--- src/rtl/store_buffer_if.sv ---
// rtl/store_buffer_if.sv - MEM-stage store/load and data_memory port bundle for the store buffer
interface store_buffer_if;
    logic        st_valid;
    logic [31:0] st_addr;
    logic [31:0] st_data;
    logic [3:0]  st_byte_en;
    logic        st_ready;
    logic        ld_valid;
    logic [31:0] ld_addr;
    logic [31:0] ld_data;
    logic        flush;
    logic        empty;
    logic [31:0] mem_addr;
    logic        mem_we;
    logic [31:0] mem_wdata;
    logic [3:0]  mem_byte_en;
    logic [31:0] mem_rdata;

    modport slave (
        input  st_valid, st_addr, st_data, st_byte_en,
        input  ld_valid, ld_addr, flush, mem_rdata,
        output st_ready, ld_data, empty,
        output mem_addr, mem_we, mem_wdata, mem_byte_en
    );

    modport master (
        output st_valid, st_addr, st_data, st_byte_en,
        output ld_valid, ld_addr, flush, mem_rdata,
        input  st_ready, ld_data, empty,
        input  mem_addr, mem_we, mem_wdata, mem_byte_en
    );
endinterface

--- src/rtl/store_buffer.sv ---
// rtl/store_buffer.sv - coalescing FIFO write buffer with youngest-wins load forwarding
module store_buffer #(
    parameter int DEPTH = 4,
    parameter int PTR_W = 2
) (
    input  logic           clk,
    input  logic           reset,
    store_buffer_if.slave  bus
);

    localparam logic [PTR_W:0] FULL_CNT = (PTR_W+1)'(DEPTH);

    logic [29:0]      ent_word [DEPTH];
    logic [31:0]      ent_data [DEPTH];
    logic [3:0]       ent_mask [DEPTH];
    logic [PTR_W-1:0] head;
    logic [PTR_W-1:0] tail;
    logic [PTR_W-1:0] young;
    logic [PTR_W:0]   count;

    logic full;
    logic is_empty;
    logic push;
    logic drain;
    logic coalesce;
    logic alloc;
    logic [31:0] fwd;

    assign full     = (count == FULL_CNT);
    assign is_empty = (count == '0);
    assign young    = tail - PTR_W'(1);

    assign push  = bus.st_valid & ~full & (|bus.st_byte_en);
    // Loads own the memory port; drains only use cycles with no load.
    assign drain = ~bus.ld_valid & ~is_empty;

    // Never merge into the head while it is leaving: its data is already on the bus.
    assign coalesce = push & ~is_empty
                    & (ent_word[young] == bus.st_addr[31:2])
                    & ~(drain & (young == head));
    assign alloc    = push & ~coalesce;

    assign bus.st_ready    = ~full;
    assign bus.empty       = is_empty;
    assign bus.mem_we      = drain;
    assign bus.mem_addr    = drain ? {ent_word[head], 2'b00} : bus.ld_addr;
    assign bus.mem_wdata   = ent_data[head];
    assign bus.mem_byte_en = drain ? ent_mask[head] : 4'b0000;

    // Walk oldest to youngest so later stores overwrite earlier ones byte by byte.
    always_comb begin
        logic [PTR_W-1:0] idx;
        fwd = bus.mem_rdata;
        idx = '0;
        for (int i = 0; i < DEPTH; i++) begin
            idx = head + PTR_W'(i);
            if (((PTR_W+1)'(i) < count) && (ent_word[idx] == bus.ld_addr[31:2])) begin
                for (int b = 0; b < 4; b++) begin
                    if (ent_mask[idx][b]) begin
                        fwd[b*8 +: 8] = ent_data[idx][b*8 +: 8];
                    end
                end
            end
        end
    end

    assign bus.ld_data = fwd;

    always_ff @(posedge clk or negedge reset) begin
        if (!reset) begin
            head  <= '0;
            tail  <= '0;
            count <= '0;
            for (int i = 0; i < DEPTH; i++) begin
                ent_word[i] <= '0;
                ent_data[i] <= '0;
                ent_mask[i] <= '0;
            end
        end else begin
            if (drain) begin
                ent_mask[head] <= '0;
                head           <= head + PTR_W'(1);
            end
            if (coalesce) begin
                for (int b = 0; b < 4; b++) begin
                    if (bus.st_byte_en[b]) begin
                        ent_data[young][b*8 +: 8] <= bus.st_data[b*8 +: 8];
                    end
                end
                ent_mask[young] <= ent_mask[young] | bus.st_byte_en;
            end else if (alloc) begin
                ent_word[tail] <= bus.st_addr[31:2];
                ent_data[tail] <= bus.st_data;
                ent_mask[tail] <= bus.st_byte_en;
                tail           <= tail + PTR_W'(1);
            end
            case ({alloc, drain})
                2'b10:   count <= count + (PTR_W+1)'(1);
                2'b01:   count <= count - (PTR_W+1)'(1);
                default: count <= count;
            endcase
        end
    end

    // flush is advisory only; the consumer waits on empty.
    logic unused_ok;
    assign unused_ok = &{1'b0, bus.flush, bus.st_addr[1:0]};

endmodule
--- src/flat_wrapper.sv ---
// flat-port wrapper written by rule: the top's interface ports become plain ports
module store_buffer_flat 
#(
    parameter int DEPTH = 4,
    parameter int PTR_W = 2
)
  (clk, reset, bus_st_valid, bus_st_addr, bus_st_data, bus_st_byte_en, bus_ld_valid, bus_ld_addr, bus_flush, bus_mem_rdata, bus_st_ready, bus_ld_data, bus_empty, bus_mem_addr, bus_mem_we, bus_mem_wdata, bus_mem_byte_en);
  store_buffer_if bus_i ();
  input  logic clk;
  input  logic reset;
  input wire logic [$bits(bus_i.st_valid)-1:0] bus_st_valid;
  input wire logic [$bits(bus_i.st_addr)-1:0] bus_st_addr;
  input wire logic [$bits(bus_i.st_data)-1:0] bus_st_data;
  input wire logic [$bits(bus_i.st_byte_en)-1:0] bus_st_byte_en;
  input wire logic [$bits(bus_i.ld_valid)-1:0] bus_ld_valid;
  input wire logic [$bits(bus_i.ld_addr)-1:0] bus_ld_addr;
  input wire logic [$bits(bus_i.flush)-1:0] bus_flush;
  input wire logic [$bits(bus_i.mem_rdata)-1:0] bus_mem_rdata;
  output wire logic [$bits(bus_i.st_ready)-1:0] bus_st_ready;
  output wire logic [$bits(bus_i.ld_data)-1:0] bus_ld_data;
  output wire logic [$bits(bus_i.empty)-1:0] bus_empty;
  output wire logic [$bits(bus_i.mem_addr)-1:0] bus_mem_addr;
  output wire logic [$bits(bus_i.mem_we)-1:0] bus_mem_we;
  output wire logic [$bits(bus_i.mem_wdata)-1:0] bus_mem_wdata;
  output wire logic [$bits(bus_i.mem_byte_en)-1:0] bus_mem_byte_en;
  assign bus_i.st_valid = bus_st_valid;
  assign bus_i.st_addr = bus_st_addr;
  assign bus_i.st_data = bus_st_data;
  assign bus_i.st_byte_en = bus_st_byte_en;
  assign bus_i.ld_valid = bus_ld_valid;
  assign bus_i.ld_addr = bus_ld_addr;
  assign bus_i.flush = bus_flush;
  assign bus_i.mem_rdata = bus_mem_rdata;
  assign bus_st_ready = bus_i.st_ready;
  assign bus_ld_data = bus_i.ld_data;
  assign bus_empty = bus_i.empty;
  assign bus_mem_addr = bus_i.mem_addr;
  assign bus_mem_we = bus_i.mem_we;
  assign bus_mem_wdata = bus_i.mem_wdata;
  assign bus_mem_byte_en = bus_i.mem_byte_en;
  store_buffer #(.DEPTH(DEPTH), .PTR_W(PTR_W)) u_core (.clk(clk), .reset(reset), .bus(bus_i));
endmodule
--- config.mk ---
export PLATFORM = sky130hd
export DESIGN_NAME = store_buffer_flat
export DESIGN_NICKNAME = d
export VERILOG_FILES = /design/src/rtl/store_buffer_if.sv /design/src/rtl/store_buffer.sv /design/src/flat_wrapper.sv
export SDC_FILE = /design/constraint.sdc
export NUM_CORES = 1
export LEC_CHECK = 0
export BUFFER_PORTS_ARGS = -buffer_cell sky130_fd_sc_hd__buf_4
export CAP_MARGIN = 20
export CORE_MARGIN = 4
export CORE_UTILIZATION = 45
export CTS_CLUSTER_SIZE = 16
export DETAILED_ROUTE_END_ITERATION = 10
export PLACE_DENSITY = 0.68
export SLEW_MARGIN = 20
export SYNTH_ARGS = -nofsm -noshare
export SYNTH_HDL_FRONTEND = slang
export SYNTH_SLANG_ARGS = --single-unit
export TNS_END_PERCENT = 50
--- constraint.sdc ---
create_clock -name clk -period 8.25 [get_ports clk]
set_clock_uncertainty 0.2 [all_clocks]
set_input_delay 1.65 -clock clk [delete_from_list [all_inputs] [get_ports clk]]
set_output_delay 1.65 -clock clk [all_outputs]
set_load 0.05 [all_outputs]
==> results of run 1 <==
synth_stat cells (11+ instances only):
cell,count
buf_6,16
o21ai_0,32
a311oi_1,34
a2111oi_0,36
xnor2_1,90
nand3_1,19
nor2_1,30
nor2b_1,35
inv_1,20
mux2_2,240
nor3_1,12
and2_1,11
nand4_1,23
dfrtp_1,271
and3_1,38
o21ai_1,32
ha_1,15
clkbuf_1,63
o21ai_2,11
a21oi_1,28
o22ai_1,21
mux2i_1,138
nand2_1,145
buf_4,16
buf_1,14
mux2_4,16
mux4_2,241
buf_2,55
xor2_1,38
per-stage QoR:
stage,std cells,utilization
6_report,2722,0.522
3_5_place_dp,2655,0.497
3_3_place_gp,2655,0.497
2_1_floorplan,1883,-
4_1_cts,2718,0.521
5_1_grt,2720,0.522
logic make-up (layout without fill, tap and decap cells):
| group | after synthesis | count (layout) |
|---|---|---|
| muxes | 647 | 647 |
| and+or+nand+nor | 355 | 355 |
| AOI/OAI and AO/OA | 276 | 276 |
| DFF | 271 | 271 |
| buffers and inverters | 191 | 355 |
| xor gates and xnor gates | 128 | 128 |
| adders and majority gates | 15 | 15 |
| other | 0 | 3 |
flip-flops by register name, indices dropped and copies added, names as in the netlist:
name             flops
u_core.head          2
u_core.ent_mask     16
u_core.tail          2
u_core.ent_word    120
u_core.ent_data    128
u_core.count         3
cell type report:
cell class	count	area, um2	area share
diodes	3	7.51	0.000286
clock buffers	45	943	0.0359
clock inverters	18	255	0.00971
inverters	21	78.8	0.00300
multi-input cells	1421	15300	0.581
flip-flops and latches	271	6790	0.258
well taps	672	841	0.0320
repair buffers	271	2100	0.0800
path summary, 6_finish.rpt:
kind	end	slack, ns	cells past startpoint
hold reg to reg	u_core.ent_data[100]	0.35	1
setup reg to reg	u_core.ent_word[96]	1.99	11
min in group asynchronous	u_core.ent_word[108]	0.80	1
hold / removal	u_core.ent_data[100]	0.35	1
setup / recovery	bus_ld_data[29]	0.92	13
max in group asynchronous	u_core.head[1]	5.40	3
layer usage:
| metal | vias up | wire, um |
|---|---|---|
| met4 | 10 | 2050 |
| met2 | 878 | 35700 |
| li1 | 7737 | - |
| met1 | 9533 | 31000 |
| met3 | 136 | 6580 |
| met5 | - | 76 |
power groups by stage:
stage,clock [uW],combinational (uW),sequential (uW)
2_1_floorplan,0,7220,2600
3_3_place_gp,0,8990,2860
3_5_place_dp,0,9100,2960
4_1_cts,1650,9150,2940
5_1_grt,1710,9700,3090
6_report,1630,9200,2990
==> flow_metrics.env, run 1 <==
export IMPL_status="complete, no violations"
export IMPL_clkPwrFrac=0.118
export IMPL_end_kind="output port"
export IMPL_worstHoldStart="u_core.ent_data[100]"
export IMPL_synthMuxAreaShare=0.432
export IMPL_timing_hold_violations_final=0
export IMPL_cp_arrival_ns=5.48
export IMPL_antenna_found_initial=6
export IMPL_final_nets=2173
export IMPL_setup_slack_ns=0.921
export IMPL_io_pins=240
export IMPL_final_area_um2=26300
export IMPL_cts_tree="done"
export IMPL_post_drt_via_cell_ratio=6.72
export IMPL_syn_nets=2035
export IMPL_drt_pass1_iterations=7
export IMPL_peakVddDrop_mv=0.548
export IMPL_cp_slowest_cell="and4_2"
export IMPL_leakagePower_uw=0.0104
export IMPL_ys_flop_type="dfrtp_1"
export IMPL_synthToLayoutAreaGrowth_pct=14.0
export IMPL_crit_path_start="u_core.head[0]"
export IMPL_busiest_layer="met2"
export IMPL_worst_endpoint_required_ns=6.40
export IMPL_rows=82
export IMPL_grt_max_degree=137
export IMPL_slew_violations=0
export IMPL_synth_area_leader_cell="dfrtp_1"
export IMPL_fillers=4246
export IMPL_cts_clk_slew_worst_paths_ns=0.06
export IMPL_synth_simple_gate_area_frac=0.0792
export IMPL_synth_yosys_warnings=0
export IMPL_layout_drive_gt1_share=0.428
export IMPL_drv_cap=0
export IMPL_die_x_um=234
export IMPL_synth_xor_area_share=0.0486
export IMPL_setup_tns_ns=0
export IMPL_die_h_um=234
export IMPL_total_power_uw=13800
export IMPL_yosysTopAreaCellShare=0.294
export IMPL_dieArea_um2=55000
export IMPL_drtIter0Drc=1934
export IMPL_postCtsSetupRepairBufs=0
export IMPL_crit_chain="clkinv_1, ha_4, buf_4, mux2i_1, nand2_1, and3_1, a2111oi_0, and4_2, buf_4, a2111oi_0, a311oi_1, o21ai_1, buf_4"
export IMPL_synth_cell_type_count=78
export IMPL_h_tree_depth=2
export IMPL_postCtsHoldBufs=0
export IMPL_final_cell_mix="dfrtp_1, buf_4, mux4_2, mux2_2, nand2_1"
export IMPL_placed_area_um2=25100
export IMPL_critPathKind="flop to output port"
export IMPL_clk_latency_ns=0.57
export IMPL_dp_worst_setup_slack_ns=1.14
export IMPL_clock_root_buffer="clkbuf_16"
export IMPL_crit_buf_inv=4
export IMPL_track_usage=0.271
export IMPL_postRouteAntennaNets=0
export IMPL_hold_ws_ns=0.353
export IMPL_synth_fa_ha_area_frac=0.00813
export IMPL_tightest_slew_ns=1.11
export IMPL_synth_edff_count=0
export IMPL_crit_family="compound AO/OA/AOI/OAI gates"
export IMPL_maxSlewHeadroom=0.241
export IMPL_power_frac_seq=0.216
export IMPL_num_vias=18294
export IMPL_gp_congestion=0.969
export IMPL_ys_ff_latch=271
export IMPL_setup_viol=0
export IMPL_gr_usage_met3=0.0604
export IMPL_cts_repair_resized=0
export IMPL_met2_usage=0.431
export IMPL_rr_startpoint="u_core.tail[0]"
export IMPL_cts_buffer_depth=3
export IMPL_io_buffers=236
export IMPL_slowest_delay_ns=0.81
export IMPL_post_drt_wl_per_cell_um=27.7
export IMPL_p_int_uw=7360
export IMPL_use_met1=0.380
export IMPL_synth_top_family_by_area="multiplexers"
export IMPL_synth_compound_area_share=0.0919
export IMPL_critPathLaunchType="flop"
export IMPL_final_common_cell="dfrtp_1"
export IMPL_drt_wl_total_um=75400
export IMPL_hp_class="flop to flop"
export IMPL_synthCells=1883
export IMPL_drc_errors=0
export IMPL_synthTopCellsByArea="dfrtp_1, mux4_2, mux2_2, mux2i_1, xnor2_1"
export IMPL_netlist_area_um2=23100
export IMPL_fmax_mhz=136
export IMPL_rsz0062_at_grt="no"
export IMPL_path_max_fanout=32
export IMPL_grt_pass1_wl_um=114000
export IMPL_switching_share=0.467
export IMPL_initial_core_util=0.458
export IMPL_yosysSeqAreaShare=0.294
export IMPL_p_comb_frac=0.666
export IMPL_cts_made_buffers=35
export IMPL_gr_total_overflow=0
export IMPL_synth_avg_cell_area_um2=12.3
export IMPL_core_um2=50400
export IMPL_grt_pass1_vias=18037
export IMPL_cp_common_cell="buf_4"
export IMPL_powerDensity_nw_per_um2=526
export IMPL_fin_crit_ns=7.33
export IMPL_p_sw_uw=6460
export IMPL_dp_hpwl_um=52700
export IMPL_finalCritPeriodShare=0.888
export IMPL_synth_async_reset_ratio=1.00
export IMPL_clock_sinks=271
No activity file was read; power rests on OpenSTA's default activity.
==> run 2: changes to the inputs <==
--- a/config.mk
+++ b/config.mk
@@ -11,8 +11,7 @@
 export CORE_UTILIZATION = 45
 export CTS_CLUSTER_SIZE = 16
 export DETAILED_ROUTE_END_ITERATION = 10
-export PLACE_DENSITY = 0.68
-export SLEW_MARGIN = 20
+export PLACE_DENSITY = 0.7
 export SYNTH_ARGS = -nofsm -noshare
 export SYNTH_HDL_FRONTEND = slang
 export SYNTH_SLANG_ARGS = --single-unit
==> constraint.sdc (replaced) <==
create_clock -name clk -period 6.1 [get_ports clk]
set_clock_uncertainty 0.2 [all_clocks]
set_input_delay 1.22 -clock clk [delete_from_list [all_inputs] [get_ports clk]]
set_output_delay 1.22 -clock clk [all_outputs]
set_load 0.05 [all_outputs]
==> flow_metrics.env, run 2 (synthesis results as in run 1) <==
export IMPL_timing_hold_violations_final=0
export IMPL_antenna_found_initial=6
export IMPL_setup_tns_ns=0
export IMPL_path_max_fanout=41
export IMPL_cts_buffer_depth=3
export IMPL_track_usage=0.274
export IMPL_cp_slowest_cell="dfrtp_4"
export IMPL_post_drt_via_cell_ratio=6.74
export IMPL_gr_total_overflow=0
export IMPL_cts_tree="done"
export IMPL_critPathKind="flop to output port"
export IMPL_grt_pass1_wl_um=115000
export IMPL_final_area_um2=26900
export IMPL_die_x_um=234
export IMPL_placed_area_um2=25600
export IMPL_cts_clk_slew_worst_paths_ns=0.06
export IMPL_postCtsHoldBufs=0
export IMPL_drt_wl_total_um=76900
export IMPL_clock_sinks=271
export IMPL_dp_hpwl_um=54100
export IMPL_dieArea_um2=55000
export IMPL_h_tree_depth=2
export IMPL_fin_util=0.533
export IMPL_hold_ws_ns=0.371
export IMPL_drt_pass1_iterations=7
export IMPL_final_cell_mix="buf_4, dfrtp_1, mux4_2, mux2_2, nand2_1"
export IMPL_worst_endpoint_required_ns=4.68
export IMPL_num_vias=18517
export IMPL_crit_buf_inv=5
export IMPL_final_nets=2201
export IMPL_cp_arrival_ns=4.58
export IMPL_final_common_cell="buf_4"
export IMPL_hp_class="flop to flop"
export IMPL_die_h_um=234
export IMPL_layout_drive_gt1_share=0.459
export IMPL_drc_errors=0
export IMPL_cp_common_cell="buf_4"
export IMPL_powerDensity_nw_per_um2=706
export IMPL_drtIter0Drc=2113
export IMPL_leakagePower_uw=0.0106
export IMPL_grt_max_degree=138
export IMPL_fin_crit_ns=6.00
export IMPL_end_kind="output port"
export IMPL_slew_violations=0
export IMPL_post_drt_wl_per_cell_um=28.0
export IMPL_dp_worst_setup_slack_ns=0.418
export IMPL_fmax_mhz=167
export IMPL_status="complete, no violations"
export IMPL_peakVddDrop_mv=0.540
export IMPL_setup_viol=0
export IMPL_slowest_delay_ns=0.49
export IMPL_critPathLaunchType="flop"
export IMPL_largest_register="u_core.ent_data"
export IMPL_synthToLayoutAreaGrowth_pct=16.5
export IMPL_cts_made_buffers=35
export IMPL_initial_core_util=0.458
export IMPL_io_pins=240
export IMPL_clk_latency_ns=0.56
export IMPL_clock_root_buffer="clkbuf_16"
export IMPL_core_um2=50400
export IMPL_largestRegisters="u_core.ent_data: 128 flops, u_core.ent_word: 120 flops, u_core.ent_mask: 16 flops"
export IMPL_largest_register_ffs=128
export IMPL_rows=82
export IMPL_finalCritPeriodShare=0.984
export IMPL_grt_pass1_vias=18152
export IMPL_gp_congestion=0.996
export IMPL_setup_slack_ns=0.0980
export IMPL_crit_chain="buf_16, buf_6, mux2_2, a32o_1, a2111oi_1, nand4_1, nor4_2, buf_4, and3_1, buf_4, mux2i_1, o21ai_2, buf_4"
export IMPL_maxSlewHeadroom=0.263
export IMPL_io_buffers=236
export IMPL_crit_family="buffers and inverters"
export IMPL_drv_cap=0
export IMPL_postRouteAntennaNets=0
export IMPL_tightest_slew_ns=1.11
==> run 2: cell types whose count changed in the layout (fill, tap and decap cells not counted), moves of 3 or more <==
cell,change
o21ai_1,-32
a311oi_2,+6
o21ai_4,+12
buf_12,+8
nor2_4,+4
nor2_2,-4
o32a_2,+3
buf_4,+18
a2111oi_0,-3
a311oi_1,-7
o32a_1,-3
o21ai_2,+20
==> run 2: metal layers <==
| layer | vias to the layer above | global-route usage | wire, um |
|---|---|---|---|
| li1 | 7778 | - | - |
| met5 | - | 0 | 63 |
| met3 | 155 | 0.0525 | 6920 |
| met2 | 1013 | 0.437 | 36800 |
| met1 | 9561 | 0.382 | 30700 |
| met4 | 10 | 0.0853 | 2450 |
==> run 2: path summary, 6_finish.rpt <==
path,start,end,slack [ns],cells after the start
max,u_core.head[1],bus_ld_data[4],0.1,13
min,u_core.ent_data[101],u_core.ent_data[101],0.37,1
max reg2reg,u_core.tail[1],u_core.ent_word[36],0.78,11
min reg2reg,u_core.ent_data[101],u_core.ent_data[101],0.37,1
max in group asynchronous,reset,u_core.head[1],4.05,2
min in group asynchronous,reset,u_core.ent_data[29],0.42,1
==> run 2: cell type report <==
type	count	area (um2)
antenna	2	5.00
fill	4259	23500
timing repair buffer	299	2430
multi-input combinational	1421	15600
sequential	271	6790
tap	672	841
inverter	21	78.8
clock buffer	48	976
clock inverter	13	159
==> run 2: repair_timing <==
| action | CTS | global route |
|---|---|---|
| buffers inserted | 0 | 3 |
| cloned | 0 | 1 |
| pin swaps | 2 | 5 |
| resized for setup | 13 | 9 |
| setup endpoints to repair | 25 | 32 |
==> run 2: power breakdown <==
part | internal [uW] | switching, uW
Clock | 1250 | 828
Combinational | 6100 | 6720
Sequential | 2720 | 1340
==> run 2: per-stage QoR <==
step	power (uW)	cells
after floorplan	13300	1883
final	19000	2747
after CTS	18800	2741
after detailed placement	16600	2680
after global routing	19900	2745
after global placement	16300	2680
==> run 3: changes to the inputs <==
==> constraint.sdc (replaced) <==
create_clock -name clk -period 5.4 [get_ports clk]
set_clock_uncertainty 0.2 [all_clocks]
set_input_delay 1.08 -clock clk [delete_from_list [all_inputs] [get_ports clk]]
set_output_delay 1.08 -clock clk [all_outputs]
set_load 0.05 [all_outputs]
==> flow_metrics.env, run 3 (synthesis results as in run 1) <==
export IMPL_cts_tree="done"
export IMPL_postRouteAntennaNets=0
export IMPL_largestRegisters="u_core.ent_data: 128 flops, u_core.ent_word: 120 flops, u_core.ent_mask: 16 flops"
export IMPL_rr_startpoint="u_core.tail[1]"
export IMPL_final_common_cell="buf_4"
export IMPL_fin_crit_ns=5.54
export IMPL_powerDensity_nw_per_um2=794
export IMPL_drt_wl_total_um=81900
export IMPL_track_usage=0.289
export IMPL_timing_rr_end="u_core.ent_data[104]"
export IMPL_cts_buffer_depth=3
export IMPL_cts_clk_slew_worst_paths_ns=0.06
export IMPL_clock_root_buffer="clkbuf_16"
export IMPL_cts_made_buffers=35
export IMPL_dieArea_um2=55000
export IMPL_instances_no_fill=2845
export IMPL_place_inst=2707
export IMPL_slew_violations=0
export IMPL_setup_viol=21
export IMPL_cp_arrival_ns=4.26
export IMPL_hp_class="flop to flop"
export IMPL_setup_slack_ns=-0.139
export IMPL_drv_cap=0
export IMPL_largest_register="u_core.ent_data"
export IMPL_critPathKind="flop to output port"
export IMPL_postCtsHoldBufs=0
export IMPL_rows=82
export IMPL_leakagePower_uw=0.0115
export IMPL_end_kind="output port"
export IMPL_io_pins=240
export IMPL_initial_core_util=0.458
export IMPL_core_um2=50400
export IMPL_h_tree_depth=2
export IMPL_grt_max_degree=128
export IMPL_io_buffers=236
export IMPL_gr_total_overflow=0
export IMPL_grt_pass1_wl_um=121000
export IMPL_path_max_fanout=8
export IMPL_drtIter0Drc=2108
export IMPL_drt_pass1_iterations=7
export IMPL_die_x_um=234
export IMPL_maxSlewHeadroom=0.314
export IMPL_violations="negative setup slack"
export IMPL_gp_congestion=0.993
export IMPL_clk_latency_ns=0.56
export IMPL_tightest_slew_ns=1.03
export IMPL_dp_hpwl_um=53500
export IMPL_status="complete, but fails checks"
export IMPL_antenna_found_initial=5
export IMPL_min_to="u_core.ent_data[47]"
export IMPL_timing_hold_violations_final=0
export IMPL_post_drt_via_cell_ratio=6.82
export IMPL_rsz0062_at_grt="yes"
export IMPL_total_power_uw=23100
export IMPL_layout_drive_gt1_share=0.525
export IMPL_worstHoldStart="u_core.ent_data[47]"
export IMPL_num_vias=19406
export IMPL_final_nets=2296
export IMPL_worst_endpoint_required_ns=4.12
export IMPL_final_cell_mix="buf_4, dfrtp_1, mux4_2, mux2_2, nand2_1"
export IMPL_finalCritPeriodShare=1.03
export IMPL_post_drt_wl_per_cell_um=28.8
export IMPL_r2r_setup_slack_ns=0.56
export IMPL_critPathLaunchType="flop"
export IMPL_drc_errors=0
export IMPL_fmax_mhz=181
export IMPL_die_h_um=234
export IMPL_clock_sinks=271
export IMPL_peakVddDrop_mv=0.412
export IMPL_ff2ff_path_depth=11
export IMPL_hold_depth=1
export IMPL_grt_pass1_vias=18985
export IMPL_largest_register_ffs=128
export IMPL_synthToLayoutAreaGrowth_pct=26.1
[run 3: cell types whose count changed in the layout (fill, tap and decap cells not counted), moves of 8 or more]
cell       delta
a311oi_1     -17
mux2i_2      +16
a311oi_4      +9
a2111oi_1     +8
a2111oi_2    +15
buf_12       +19
a2111oi_0    -26
buf_4        +13
buf_6        +38
mux2i_1      -21
a311oi_2      +8
[run 3: worst max-delay path by stage]
stage                                from               to  slack [ns]
after floorplan            u_core.head[1]  bus_ld_data[24]       -0.07
after global placement    bus_ld_addr[10]  bus_ld_data[30]        0.11
after detailed placement   u_core.head[0]  bus_ld_data[28]        0.06
after CTS                  u_core.head[1]  bus_ld_data[13]       -0.03
after global routing       u_core.head[0]  bus_ld_data[26]       -0.19
final                      u_core.head[0]   bus_ld_data[5]       -0.14
[run 3: final cells by class]
cell class                      count  area [um2]
Antenna cell                        2        5.00
Clock inverter                     22         235
Fill cell                        3953       21300
Multi-Input combinational cell   1428       16400
Clock buffer                       42         963
Sequential cell                   271        6790
Inverter                           21        83.8
Tap cell                          672         841
Timing Repair Buffer              387        3800
[run 3: repair_timing]
action,in CTS,in global routing
gates cloned,15,6
pin swaps,38,40
resized for setup,124,110
setup endpoints to repair,32,32
setup buffers,34,23
[run 3: where the power goes]
group | leakage [uW] | switching (uW) | internal (uW)
registers | 0.00326 | 1520 | 3080
clock network | 0.000590 | 970 | 1470
logic | 0.00761 | 8220 | 7850
[run 3: metal layers]
metal  vias up  routed length, um  GRT usage
met5         -                 33          0
met4         6               3750      0.105
met3       226               8060     0.0651
met2      1164              38400      0.456
met1     10003              31700      0.394
li1       8007                  -          -
[run 3: critical path, cell delays in order, from the launching register on]
cell	delay, ns
dfrtp_4	0.52
inv_4	0.08
ha_4	0.21
buf_12	0.14
buf_12	0.13
buf_8	0.12
mux2_4	0.30
a32oi_2	0.17
o211ai_1	0.19
nor4_4	0.38
nand4_1	0.23
buf_6	0.25
o32a_4	0.26
a311oi_1	0.30
buf_4	0.19
o21ai_2	0.05
buf_4	0.18
[run 3: stage by stage]
| stage | setup WS [ns] | cell area (um2) | hold WS (ns) | util | setup TNS, ns |
|---|---|---|---|---|---|
| 3_3_place_gp | 0.106 | 25900 | 0.327 | 0.514 | 0 |
| 3_5_place_dp | 0.0595 | 25900 | 0.355 | 0.514 | 0 |
| 2_1_floorplan | -0.0655 | 23400 | 0.305 | - | -0.524 |
| 4_1_cts | -0.0328 | 28300 | 0.361 | 0.562 | -0.237 |
| 5_1_grt | -0.187 | 29100 | 0.384 | 0.578 | -3.76 |
| 6_report | -0.139 | 29100 | 0.371 | 0.578 | -1.15 |
